[src/rtl/int_seq_pkg.sv]
// Shared definitions for the interrupt entry/exit sequencer:
// FSM state encodings and register map addresses.
package int_seq_pkg;

  typedef enum logic [2:0] {
    ST_IDLE  = 3'd0,
    ST_WAIT  = 3'd1,
    ST_ENTER = 3'd2,
    ST_ISR   = 3'd3,
    ST_EXIT  = 3'd4
  } state_e;

  localparam logic [11:0] ADDR_STAT = 12'h3;
  localparam logic [11:0] ADDR_EPC  = 12'h4;
  localparam logic [11:0] ADDR_VEC  = 12'h5;

  localparam int unsigned CNT_W = 8;

endpackage

[src/rtl/int_seq_if.sv]
// Bundles the register bus, interrupt handshake and core PC-control signals.
interface int_seq_if #(
  parameter int unsigned DW = 16,
  parameter int unsigned AW = 13
);

  logic [DW-1:0] din;
  logic [AW-1:0] addr;
  logic          we;
  logic [DW-1:0] dout;
  logic          int_vld;
  logic          int_rdy;
  logic          insn_done;
  logic [AW-1:0] pc_next;
  logic          reti;
  logic          pc_load;
  logic [AW-1:0] pc_o;
  logic          stall;

  modport master (
    output din, addr, we, int_vld, insn_done, pc_next, reti,
    input  dout, int_rdy, pc_load, pc_o, stall
  );

  modport slave (
    input  din, addr, we, int_vld, insn_done, pc_next, reti,
    output dout, int_rdy, pc_load, pc_o, stall
  );

endinterface

[src/rtl/int_seq.sv]
// Interrupt sequencer: waits for an instruction boundary, saves the return PC,
// forces the core to the ISR vector, and restores the saved PC on reti.
module int_seq
  import int_seq_pkg::*;
#(
  parameter int unsigned   DW      = 16,
  parameter int unsigned   AW      = 13,
  parameter logic [AW-1:0] VEC_RST = 13'h0010
) (
  input  logic      clk,
  input  logic      rst,
  int_seq_if.slave  bus
);

  state_e            state_q, state_d;
  logic [AW-1:0]     epc_q, epc_d;
  logic [AW-1:0]     vec_q, vec_d;
  logic              lost_q, lost_d;
  logic              err_q, err_d;
  logic [CNT_W-1:0]  cnt_q, cnt_d;
  logic [DW-1:0]     dout_q, dout_d;

  logic              stat_wr, epc_wr, vec_wr;
  logic              force_pc;
  logic [DW-1:0]     stat_val;
  logic              unused_din;

  assign stat_wr = bus.we && (bus.addr == AW'(ADDR_STAT));
  assign epc_wr  = bus.we && (bus.addr == AW'(ADDR_EPC));
  assign vec_wr  = bus.we && (bus.addr == AW'(ADDR_VEC));

  assign stat_val   = DW'({cnt_q, 2'b00, err_q, lost_q, 1'b0, state_q});
  assign unused_din = ^bus.din;

  // State register and all architectural flops
  always_ff @(posedge clk) begin
    if (rst) begin
      state_q <= ST_IDLE;
      epc_q   <= '0;
      vec_q   <= VEC_RST;
      lost_q  <= 1'b0;
      err_q   <= 1'b0;
      cnt_q   <= '0;
      dout_q  <= '0;
    end else begin
      state_q <= state_d;
      epc_q   <= epc_d;
      vec_q   <= vec_d;
      lost_q  <= lost_d;
      err_q   <= err_d;
      cnt_q   <= cnt_d;
      dout_q  <= dout_d;
    end
  end

  // Next-state, register updates and read mux
  always_comb begin
    state_d = state_q;
    epc_d   = epc_q;
    vec_d   = vec_q;
    lost_d  = lost_q;
    err_d   = err_q;
    cnt_d   = cnt_q;
    dout_d  = dout_q;

    unique case (state_q)
      ST_IDLE:  if (bus.int_vld)   state_d = ST_WAIT;
      ST_WAIT:  if (bus.insn_done) state_d = ST_ENTER;
      ST_ENTER:                    state_d = ST_ISR;
      ST_ISR:   if (bus.reti)      state_d = ST_EXIT;
      ST_EXIT:                     state_d = ST_IDLE;
      default:                     state_d = ST_IDLE;
    endcase

    if (epc_wr) epc_d = bus.din[AW-1:0];
    if (vec_wr) vec_d = bus.din[AW-1:0];
    // Boundary capture of the return PC overrides a coincident bus write
    if (state_q == ST_WAIT && bus.insn_done) epc_d = bus.pc_next;

    if (stat_wr) begin
      if (bus.din[4])  lost_d = 1'b0;
      if (bus.din[5])  err_d  = 1'b0;
      if (bus.din[15]) cnt_d  = '0;
    end
    // Sticky sets come after the W1C so a same-cycle event is never lost
    if (bus.int_vld && state_q != ST_IDLE) lost_d = 1'b1;
    if (bus.reti && state_q != ST_ISR)     err_d  = 1'b1;

    if (state_q == ST_ENTER && cnt_d != '1) cnt_d = cnt_d + CNT_W'(1);

    if (!bus.we) begin
      if (bus.addr == AW'(ADDR_STAT))     dout_d = stat_val;
      else if (bus.addr == AW'(ADDR_EPC)) dout_d = DW'(epc_q);
      else if (bus.addr == AW'(ADDR_VEC)) dout_d = DW'(vec_q);
      else                                dout_d = '0;
    end
  end

  // PC force is decoded from state; a reset in the forcing cycle suppresses it
  assign force_pc    = !rst && (state_q == ST_ENTER || state_q == ST_EXIT);
  assign bus.pc_load = force_pc;
  assign bus.stall   = force_pc;
  assign bus.pc_o    = !force_pc             ? '0    :
                       (state_q == ST_ENTER) ? vec_q : epc_q;
  assign bus.int_rdy = (state_q == ST_IDLE);
  assign bus.dout    = dout_q;

endmodule

[src/flat_wrapper.sv]
// flat-port wrapper written by rule: the top's interface ports become plain ports
module int_seq_flat import int_seq_pkg::*;
#(
  parameter int unsigned   DW      = 16,
  parameter int unsigned   AW      = 13,
  parameter logic [AW-1:0] VEC_RST = 13'h0010
)
  (clk, rst, bus_din, bus_addr, bus_we, bus_int_vld, bus_insn_done, bus_pc_next, bus_reti, bus_dout, bus_int_rdy, bus_pc_load, bus_pc_o, bus_stall);
  int_seq_if #(.DW(DW), .AW(AW)) bus_i ();
  input  logic clk;
  input  logic rst;
  input wire logic [$bits(bus_i.din)-1:0] bus_din;
  input wire logic [$bits(bus_i.addr)-1:0] bus_addr;
  input wire logic [$bits(bus_i.we)-1:0] bus_we;
  input wire logic [$bits(bus_i.int_vld)-1:0] bus_int_vld;
  input wire logic [$bits(bus_i.insn_done)-1:0] bus_insn_done;
  input wire logic [$bits(bus_i.pc_next)-1:0] bus_pc_next;
  input wire logic [$bits(bus_i.reti)-1:0] bus_reti;
  output wire logic [$bits(bus_i.dout)-1:0] bus_dout;
  output wire logic [$bits(bus_i.int_rdy)-1:0] bus_int_rdy;
  output wire logic [$bits(bus_i.pc_load)-1:0] bus_pc_load;
  output wire logic [$bits(bus_i.pc_o)-1:0] bus_pc_o;
  output wire logic [$bits(bus_i.stall)-1:0] bus_stall;
  assign bus_i.din = bus_din;
  assign bus_i.addr = bus_addr;
  assign bus_i.we = bus_we;
  assign bus_i.int_vld = bus_int_vld;
  assign bus_i.insn_done = bus_insn_done;
  assign bus_i.pc_next = bus_pc_next;
  assign bus_i.reti = bus_reti;
  assign bus_dout = bus_i.dout;
  assign bus_int_rdy = bus_i.int_rdy;
  assign bus_pc_load = bus_i.pc_load;
  assign bus_pc_o = bus_i.pc_o;
  assign bus_stall = bus_i.stall;
  int_seq #(.DW(DW), .AW(AW), .VEC_RST(VEC_RST)) u_core (.clk(clk), .rst(rst), .bus(bus_i));
endmodule
[config.mk]
export PLATFORM = sky130hd
export DESIGN_NAME = int_seq_flat
export DESIGN_NICKNAME = d
export VERILOG_FILES = /design/src/rtl/int_seq_pkg.sv /design/src/rtl/int_seq_if.sv /design/src/rtl/int_seq.sv /design/src/flat_wrapper.sv
export SDC_FILE = /design/constraint.sdc
export NUM_CORES = 1
export LEC_CHECK = 0
export BUFFER_PORTS_ARGS = -buffer_cell sky130_fd_sc_hd__buf_4
export CORE_MARGIN = 2
export CORE_UTILIZATION = 45
export CTS_CLUSTER_SIZE = 16
export DETAILED_ROUTE_END_ITERATION = 10
export GPL_ROUTABILITY_DRIVEN = 0
export PLACE_DENSITY = 0.84
export RECOVER_POWER = 25
export SYNTH_ARGS = -nofsm -noshare
export SYNTH_HDL_FRONTEND = slang
export SYNTH_SLANG_ARGS = --single-unit
export TNS_END_PERCENT = 50
[constraint.sdc]
create_clock -name clk -period 2.25 [get_ports clk]
set_input_delay 0.675 -clock clk [delete_from_list [all_inputs] [get_ports clk]]
set_output_delay 0.675 -clock clk [all_outputs]
set_load 0.1 [all_outputs]
==> summary.txt <==
Drt
  – DRC errors left: 0
  – Routed via count: 2730
  – Via-to-Cell Ratio: just under 6
  – TritonRoute pass-1 iters: 4
  – Total routed wirelength: roughly 8000 µm
  – Final antenna-violating net count: 0
  – Drt initial violations: 246
  – Routed len/inst: approximately 17 µm

Critical path
  – Reg2Reg Launch Point: u_core.state_q[1]
  – CP Launch Point: u_core.state_q[2]
  – CP Launch Type: register
  – Worst EP required: ~1.6 ns
  – Crit Path Category: register to output pin
  – CP Capture Type: output pin
  – Arrival time worst endpoint: around 1.7 ns
  – CP Max Fanout: 11

Cells and area
  – Commonest cells after routing, fill and taps aside: buf_4, dfxtp_1, mux2i_1
  – Fin nets: ~430
  – Area growth syn-to-layout: 39.8%
  – Number of diodes: 0
  – Most common cell after layout, fill and taps aside: buf_4
  – Layout cells sized above 1: about a third

Die
  – I/O Pins: 80
  – Die height: 83.1 µm
  – Num rows: 28
  – Die area: roughly 7000 µm²
  – Core area: roughly 6000 µm²
  – Chip width: slightly above 80 µm
  – Initial Util: between 40% and 50%

Logic synthesis
  – Yosys reg bits: 55
  – Ys async rst share: 0%
  – Syn Inst Count: ~310
  – Yosys warnings: 0
  – Mux cell area share after synthesis: 13.5%
  – EDFF count, synth: 0
  – Synth Net Count: 356
  – Sequential area share after synthesis: about two fifths
  – Synth Area in XOR/XNOR: less than 1%
  – Compound-Gate Fraction of Synth Area: roughly 22%
  – Simple-gate share of the synthesized area: a little under a fifth
  – Largest family of logic cells by synthesized area: compound AO/OA/AOI/OAI gates
  – Top FF cell, synth: dfxtp_1
  – Post-Synth Adder-Cell Area: 0%
  – Syn Area/Cell: 9.13 µm²
  – Synth unique cells: 46
  – Post-Syn Area: approximately 2800 µm²

STA
  – Min Clock Period, post-route: approximately 2.4 ns
  – Period utilization: 107%
  – Fmax: 416 MHz
  – Final Hold Fails: 0
  – Setup-failing EPs final: 15
  – Worst hold slack: 0.481 ns
  – Final Skew: ~0.0076 ns
  – Max Slew Vio Count: 0
  – RSZ-0062 raised after global routing: true
  – Worst slew pin tran: between 1 and 1.5 ns
  – Max transition margin: about 28%
  – Final WS setup: -0.156 ns

Global routing
  – Global-route wire length before repair: ~13000 µm
  – Vias in the first global route: 2742
  – Largest net degree at the start of global routing: 36
  – GRT overflow: 0
  – Total Routing Usage GR: a little under a quarter
  – Initial antenna violation count: 0

Min path
  – Worst min-delay path class: register to register
  – Worst hold start: u_core.bus.dout[7]

Status
  – Status: finished with violations
  – Failing checks: negative setup slack

Clocking
  – CTS tree: done
  – CTS Buffer Depth: 2
  – Root Buffer: clkbuf_8
  – Clock transition at path regs: about 0.11 ns
  – Num CTS Buffers: 5
  – Setup Buffers After CTS: 0
  – Sinks on Clock Net: 55
  – H-tree Lvls: 2
  – Clk_lat worst skew: about 0.32 ns

Placed design
  – Setup WS pre-CTS: -0.233 ns
  – Post-DP HPWL: approximately 5600 µm
  – I/O Buffers: between 70 and 80

Power
  – Worst vdd ir: roughly 330 µV
  – Leakage: around 1.5 nW
  – Pwr dens: about 490 nW/µm²

Run
  – Max Cap Viol: 0
-- power breakdown --
group	internal [mW]	leakage, nW	switching [mW]
Clock	0.230	0.0491	0.353
Sequential	0.994	0.445	0.0183
Combinational	0.146	0.957	0.195
Total	1.37	1.45	0.566
-- layer usage --
metal	wire length [µm]	up-vias	global-route usage (%)
met4	260	0	10.1
met5	0	-	0
met3	519	22	4.57
met1	3310	1296	28.8
li1	-	1295	-
met2	3910	117	40.0
-- worst paths after layout --
kind	to	slack (ns)	cells past startpoint
min	u_core.bus.dout[7]	0.48	2
min reg2reg	u_core.bus.dout[7]	0.48	2
max reg2reg	u_core.epc_q[9]	0.46	6
max	bus_pc_o[4]	-0.16	5
-- critical path, stage by stage (launching register included) --
cell and delay (ns):
dfxtp_2 0.36, xnor2_1 0.14, or3_4 0.36, buf_12 0.18, a21oi_4 0.16, buf_12 0.19
-- cell families (layout without fill, tap and decap cells) --
| group | count (synthesis) | count (layout) |
|---|---|---|
| AO/OA/AOI/OAI | 84 | 84 |
| XOR/XNOR | 1 | 1 |
| buffers and inverters | 33 | 111 |
| flip-flops | 55 | 55 |
| multiplexers | 38 | 38 |
| AND/OR/NAND/NOR | 97 | 97 |
-- cell usage after synthesis (all sizes together) (4+ instances only) --
cell	instances	area, µm²
dfxtp	55	1100
a21oi	18	90.1
nand2	36	135
inv	6	22.5
and4	4	35.0
nor2	21	78.8
o21ai	4	20.0
nor3	7	35.0
a31o	14	123
buf	13	88.8
o2bb2ai	8	70.1
a211oi	15	113
clkbuf	14	52.6
mux2i	38	380
and2	4	27.5
a22o	13	114
nand4	4	31.3
o31ai	4	40.0
-- state kept, by name, summed over array words and instances (netlist names) --
name	flops
u_core.cnt_q	8
u_core.state_q	3
u_core.err_q	1
u_core.lost_q	1
u_core.vec_q	13
u_core.epc_q	13
u_core.bus.dout	16
-- what timing repair did --
action	4_1_cts	5_1_grt
hold buffers	0	0
gates resized for setup	48	1
endpoints found under the setup margin	15	15
-- layout make-up --
| type | count | area (µm²) |
|---|---|---|
| Clock inverter | 3 | 26.3 |
| Inverter | 6 | 26.3 |
| Sequential cell | 55 | 1100 |
| Clock buffer | 5 | 68.8 |
| Timing Repair Buffer | 97 | 926 |
| Fill cell | 477 | 2060 |
| Tap cell | 75 | 93.8 |
| Multi-Input combinational cell | 220 | 1690 |
-- through the flow --
step                      util, %  cells  power (mW)  TNS [ns]  cell area [µm²]
after global placement       61.5    453        1.36     -3.12             3690
after global routing         65.6    461        2.01     -2.48             3930
after floorplan                 -    308        1.24     -6.52             3020
final                        65.6    461        1.94     -1.86             3930
after CTS                    66.4    461        1.94     -1.85             3980
after detailed placement     61.5    453        1.36     -3.32             3690
Note: power is estimated with default switching activity, not from simulation.
